==> config.mk <==
export PLATFORM = sky130hd
export DESIGN_NAME = alarm_timer_sched_flat
export DESIGN_NICKNAME = d
export VERILOG_FILES = /design/src/rtl/alarm_timer_sched_if.sv /design/src/rtl/alarm_timer_sched.sv /design/src/flat_wrapper.sv
export SDC_FILE = /design/constraint.sdc
export NUM_CORES = 1
export LEC_CHECK = 0
export ABC_AREA = 0
export CAP_MARGIN = 20
export CORE_ASPECT_RATIO = 1.25
export CORE_UTILIZATION = 51
export DETAILED_ROUTE_END_ITERATION = 12
export HOLD_SLACK_MARGIN = 0.12
export PLACE_DENSITY = 0.75
export SLEW_MARGIN = 10
export SYNTH_ARGS = -nofsm -noshare
export SYNTH_HDL_FRONTEND = slang
export SYNTH_SLANG_ARGS = --single-unit
==> constraint.sdc <==
create_clock -name clock_i -period 2.1 [get_ports clock_i]
set_clock_uncertainty 0.05 [all_clocks]
set_input_delay 0.315 -clock clock_i [delete_from_list [all_inputs] [get_ports clock_i]]
set_output_delay 0.315 -clock clock_i [all_outputs]
set_load 0.02 [all_outputs]
==> src/rtl/alarm_timer_sched_if.sv <==
// alarm_timer_sched_if: request/programming bus between the alarm FSM and the timing scheduler
interface alarm_timer_sched_if #(parameter int PW = 4);
   logic          start;
   logic [1:0]    sel;
   logic          abort;
   logic          prog;
   logic [1:0]    prog_sel;
   logic [PW-1:0] prog_val;
   logic          prog_ack;
   logic          prog_err;
   logic          busy;
   logic [PW-1:0] remaining;
   logic          expired;
   logic [PW-1:0] param_rd;
   modport master (
      output start, sel, abort, prog, prog_sel, prog_val,
      input  prog_ack, prog_err, busy, remaining, expired, param_rd
   );
   modport slave (
      input  start, sel, abort, prog, prog_sel, prog_val,
      output prog_ack, prog_err, busy, remaining, expired, param_rd
   );
endinterface

==> src/rtl/alarm_timer_sched.sv <==
// alarm_timer_sched: parameter store, 1 s prescaler and shared countdown for the alarm FSM
module alarm_timer_sched #(
   parameter int CLK_PER_TICK  = 50000000,
   parameter int PW            = 4,
   parameter int DEF_ARM       = 6,
   parameter int DEF_DRIVER    = 8,
   parameter int DEF_PASSENGER = 14,
   parameter int DEF_ALARM_ON  = 10
) (
   input logic              clock_i,
   input logic              reset_i,
   alarm_timer_sched_if.slave bus
);
   localparam int CW = CLK_PER_TICK > 1 ? $clog2(CLK_PER_TICK) : 1;
   typedef enum logic [1:0] {IDLE, COUNT, DONE} state_t;
   state_t        state_q, state_d;
   logic [CW-1:0] presc_q, presc_d;
   logic [PW-1:0] remaining_q, remaining_d;
   logic          busy_q, busy_d, expired_q, expired_d, ack_q, err_q;
   logic [PW-1:0] param_q [4];
   logic [PW-1:0] load;
   logic          tick;
   assign load          = param_q[bus.sel];
   assign tick          = presc_q == CW'(CLK_PER_TICK - 1);
   assign bus.param_rd  = load;
   assign bus.busy      = busy_q;
   assign bus.remaining = remaining_q;
   assign bus.expired   = expired_q;
   assign bus.prog_ack  = ack_q;
   assign bus.prog_err  = err_q;
   // parameter writes: zero values are rejected so a countdown can never be programmed empty
   always_ff @(posedge clock_i) begin
      if (reset_i) begin
         param_q[0] <= PW'(DEF_ARM);
         param_q[1] <= PW'(DEF_DRIVER);
         param_q[2] <= PW'(DEF_PASSENGER);
         param_q[3] <= PW'(DEF_ALARM_ON);
         ack_q      <= 1'b0;
         err_q      <= 1'b0;
      end else begin
         if (bus.prog && bus.prog_val != '0) param_q[bus.prog_sel] <= bus.prog_val;
         ack_q <= bus.prog && bus.prog_val != '0;
         err_q <= bus.prog && bus.prog_val == '0;
      end
   end
   // countdown state register
   always_ff @(posedge clock_i) begin
      if (reset_i) begin
         state_q     <= IDLE;
         presc_q     <= '0;
         remaining_q <= '0;
         busy_q      <= 1'b0;
         expired_q   <= 1'b0;
      end else begin
         state_q     <= state_d;
         presc_q     <= presc_d;
         remaining_q <= remaining_d;
         busy_q      <= busy_d;
         expired_q   <= expired_d;
      end
   end
   // next state: start loads the pre-write parameter; abort only acts on a running count
   always_comb begin
      state_d     = state_q;
      presc_d     = presc_q;
      remaining_d = remaining_q;
      busy_d      = busy_q;
      expired_d   = 1'b0;
      if (state_q == COUNT && bus.abort) begin
         state_d = IDLE;
         busy_d  = 1'b0;
      end else if (bus.start) begin
         remaining_d = load;
         presc_d     = '0;
         state_d     = load == '0 ? DONE : COUNT;
         busy_d      = load != '0;
         expired_d   = load == '0;
      end else if (state_q == COUNT) begin
         presc_d = tick ? '0 : presc_q + 1'b1;
         if (tick && remaining_q != '0) begin
            remaining_d = remaining_q - 1'b1;
            if (remaining_q == PW'(1)) begin
               state_d   = DONE;
               busy_d    = 1'b0;
               expired_d = 1'b1;
            end
         end
      end else begin
         state_d = IDLE;
         busy_d  = 1'b0;
      end
   end
endmodule

==> src/flat_wrapper.sv <==
// flat-port wrapper written by rule: the top's interface ports become plain ports
module alarm_timer_sched_flat 
#(
   parameter int CLK_PER_TICK  = 50000000,
   parameter int PW            = 4,
   parameter int DEF_ARM       = 6,
   parameter int DEF_DRIVER    = 8,
   parameter int DEF_PASSENGER = 14,
   parameter int DEF_ALARM_ON  = 10
)
  (clock_i, reset_i, bus_start, bus_sel, bus_abort, bus_prog, bus_prog_sel, bus_prog_val, bus_prog_ack, bus_prog_err, bus_busy, bus_remaining, bus_expired, bus_param_rd);
  alarm_timer_sched_if #(.PW(PW)) bus_i ();
  input logic clock_i;
  input logic reset_i;
  input wire logic [$bits(bus_i.start)-1:0] bus_start;
  input wire logic [$bits(bus_i.sel)-1:0] bus_sel;
  input wire logic [$bits(bus_i.abort)-1:0] bus_abort;
  input wire logic [$bits(bus_i.prog)-1:0] bus_prog;
  input wire logic [$bits(bus_i.prog_sel)-1:0] bus_prog_sel;
  input wire logic [$bits(bus_i.prog_val)-1:0] bus_prog_val;
  output wire logic [$bits(bus_i.prog_ack)-1:0] bus_prog_ack;
  output wire logic [$bits(bus_i.prog_err)-1:0] bus_prog_err;
  output wire logic [$bits(bus_i.busy)-1:0] bus_busy;
  output wire logic [$bits(bus_i.remaining)-1:0] bus_remaining;
  output wire logic [$bits(bus_i.expired)-1:0] bus_expired;
  output wire logic [$bits(bus_i.param_rd)-1:0] bus_param_rd;
  assign bus_i.start = bus_start;
  assign bus_i.sel = bus_sel;
  assign bus_i.abort = bus_abort;
  assign bus_i.prog = bus_prog;
  assign bus_i.prog_sel = bus_prog_sel;
  assign bus_i.prog_val = bus_prog_val;
  assign bus_prog_ack = bus_i.prog_ack;
  assign bus_prog_err = bus_i.prog_err;
  assign bus_busy = bus_i.busy;
  assign bus_remaining = bus_i.remaining;
  assign bus_expired = bus_i.expired;
  assign bus_param_rd = bus_i.param_rd;
  alarm_timer_sched #(.CLK_PER_TICK(CLK_PER_TICK), .PW(PW), .DEF_ARM(DEF_ARM), .DEF_DRIVER(DEF_DRIVER), .DEF_PASSENGER(DEF_PASSENGER), .DEF_ALARM_ON(DEF_ALARM_ON)) u_core (.clock_i(clock_i), .reset_i(reset_i), .bus(bus_i));
endmodule
==> results.cfg <==
[status]
outcome = completed

[yosys]
yosysTopAreaCell = dfxtp_1
mappedNetlistArea_um2 = 2700
syn-instance-count = 288
synthMuxAreaShare_pct = 3.71
synth-compound-area-share_pct = 13.7
synth_top_family_by_area = simple AND/OR/NAND/NOR gates
synth-async-reset-ratio_pct = 0
synth-simple-area-share_pct = 31.1
ys_top_cells_by_area = dfxtp_1 (26%), edfxtp_1 (18%), nand4_1 (4.2%), nand2_1 (4.0%), nor2_1 (4.0%)
synth_xor_area_share_pct = 3.90
synth_top_area_share_pct = 26.0
synth-edff-count = 16
synth.yosys.seq_area_share_pct = 43.8
synth_warnings = 0
synth_nets = 304
synth.avg_cell_area_um2 = 9.36
ys_types = 54
yosys_most_used_dff = dfxtp_1
ys_ff_latch = 51
synthAdderAreaFrac_pct = 1.39

[clock_network]
htreeDepth = 2
clk_path_buf_depth = 2
numCtsBuffers = 5
path_clk_slew_ns = 0.09
root_buffer = clkbuf_8
cts_setup_buffers = 0
cts_num_sinks = 51
cts_tree = yes
clock_latency_ns = 0.31

[setup_path]
r2r-end = u_core.bus.expired
reg2reg_depth = 6
crit_fanout = 4
r2r_start = u_core.param_q[0][1]
cp-end-kind = register
rrSetupSlack_ns = 0.14
critical_path_class = input pin to register
startpoint_type = input pin
arrival_ns = 2.16
cp.required_ns = 2.30

[hold_path]
min_from = u_core.presc_q[21]
hold_path_class = register to register
hold_depth = 1
holdPathEnd = u_core.presc_q[21]

[sta]
relSlewSlack_pct = 71.4
drv_slew = 0
tightest_slew_ns = 0.427
holdWs_ns = 0.426
finalCritPeriodShare_pct = 93.6
max_freq_mhz = 509
hold_viol = 0
setup_viol = 0
rsz0062_at_grt = no
period_minus_slack_ns = 1.97

[route]
dr_total_vias = 2457
antenna_left = 0
routedWlPerCell_um = 16.0
drt_iter0_drc = 152
via_per_inst = 6.01
remaining_drc_errors = 0
drt_pass1_iterations = 4
drt-total-wl_mm = 6.55

[finish]
finish.utilization_pct = 66.2
diodes = 0
layout.nets = 362
layout-drive-gt1-share_pct = 17.6
area_delta_synth_final_pct = 24.8
final_common_cell = buf_4
fill_cells = 441
final_cell_mix = buf_4 (36), dfxtp_1 (35), nand2_1 (29)

[place]
port_buffers = 24
hpwl_mm = 5.03
gp_congestion = 0.822

[global_route]
globalRouteOverflowTotal = 0
grt_pass1_wl_mm = 10.9
grt_max_degree = 16
grt_pass1_vias = 2350
antenna_found_initial = 0
grt_use_total_pct = 26.0

[die]
die_area_um2 = 5580
initial_core_util_pct = 53.1
die_h_um = 83.3
rows = 29
die_w_um = 67.0
ios = 25
core_area_um2 = 5080

[power_and_ir_drop]
worst_ir_drop_vdd_mv = 0.486
leakagePower_uw = 0.00123
power_density_nw_per_um2 = 614

[run]
drv_cap = 0
-- area by class of cell --
class | instances | area (um2) | area share (%)
flip-flops and latches | 51 | 1180 | 35.1
repair buffers | 61 | 524 | 15.6
clock buffers | 5 | 68.8 | 2.05
well taps | 62 | 77.6 | 2.31
clock inverters | 3 | 38.8 | 1.15
multi-input cells | 221 | 1450 | 43.1
inverters | 6 | 22.5 | 0.669
-- per-stage QoR --
step | total power, uW | instances | area (um2) | TNS (ns) | setup WS, ns
5_1_grt | 2150 | 409 | 3360 | 0 | 0.0317
4_1_cts | 2080 | 409 | 3360 | 0 | 0.143
2_1_floorplan | 1260 | 288 | 2700 | -0.00862 | -0.00862
3_3_place_gp | 1420 | 401 | 3260 | -2.99 | -0.328
6_report | 2070 | 409 | 3360 | 0 | 0.135
3_5_place_dp | 1430 | 401 | 3260 | -3.99 | -0.421
-- report_power, final --
part           leakage, uW  total, uW  internal, uW  switching [uW]
Sequential        0.000440       1080          1050            27.7
Clock            0.0000556        671           349             322
Combinational     0.000736        314           151             162
-- registers in the layout, indices dropped and copies added (netlist names) --
| register | cells |
|---|---|
| u_core.bus.busy | 1 |
| u_core.bus.prog_err | 1 |
| u_core.presc_q | 26 |
| u_core.bus.remaining | 4 |
| u_core.param_q | 16 |
| u_core.state_q | 1 |
| u_core.bus.prog_ack | 1 |
| u_core.bus.expired | 1 |
-- what timing repair did --
action                                  in CTS  in global routing
resized for setup                            5                  2
hold buffers                                 0                  0
endpoints found under the setup margin       7                  5
-- worst max-delay path, stage by stage --
cell and delay (ns):
clkdlybuf4s50_1 0.56, mux4_2 0.34, buf_4 0.15, nor4_1 0.36, nand2_1 0.12, o21ai_0 0.12, and3_1 0.19
-- worst max path at each step --
stage | slack [ns] | to | startpoint | cells past startpoint
finish | 0.13 | u_core.bus.expired | bus_sel[1] | 7
global route | 0.03 | u_core.presc_q[25] | u_core.presc_q[24] | 7
CTS | 0.14 | u_core.presc_q[25] | u_core.presc_q[0] | 8
detailed placement | -0.42 | u_core.bus.expired | bus_sel[0] | 7
global placement | -0.33 | bus_param_rd[3] | bus_sel[0] | 3
floorplan | -0.009 | u_core.presc_q[18] | u_core.presc_q[9] | 5
-- cell families after synthesis --
family                     after synthesis
and+or+nand+nor                        150
AOI/OAI and AO/OA                       51
DFF                                     51
buffers and inverters                   16
xor gates and xnor gates                12
muxes                                    5
adders and majority gates                3
-- metal layers --
metal / routed length [um] / global-route usage, % / vias up
met2: 3520 / 45.0 / 59
met5: 0 / 0 / -
met3: 261 / 5.36 / 18
li1: - / - / 1199
met4: 213 / 13.0 / 0
met1: 2550 / 29.0 / 1181
-- Yosys cell counts, drive strengths merged, types with 2 or more instances --
cell type	count
a311oi	2
a31oi	12
and3	7
and2	7
a21oi	11
clkbuf	7
nand2b	8
nand3	12
dfxtp	35
o2111ai	2
or3	2
a32oi	2
o21a	2
inv	6
and3b	2
a21o	3
o211ai	4
or2	4
xor2	9
buf	3
nor3	6
mux4	4
xnor2	3
or4b	2
nand4	18
and4	8
nor2b	3
nor3b	4
edfxtp	16
nand2	29
o21ai	5
ha	3
nor2	29
nor4	4
Note: power is estimated with default switching activity, not from simulation.
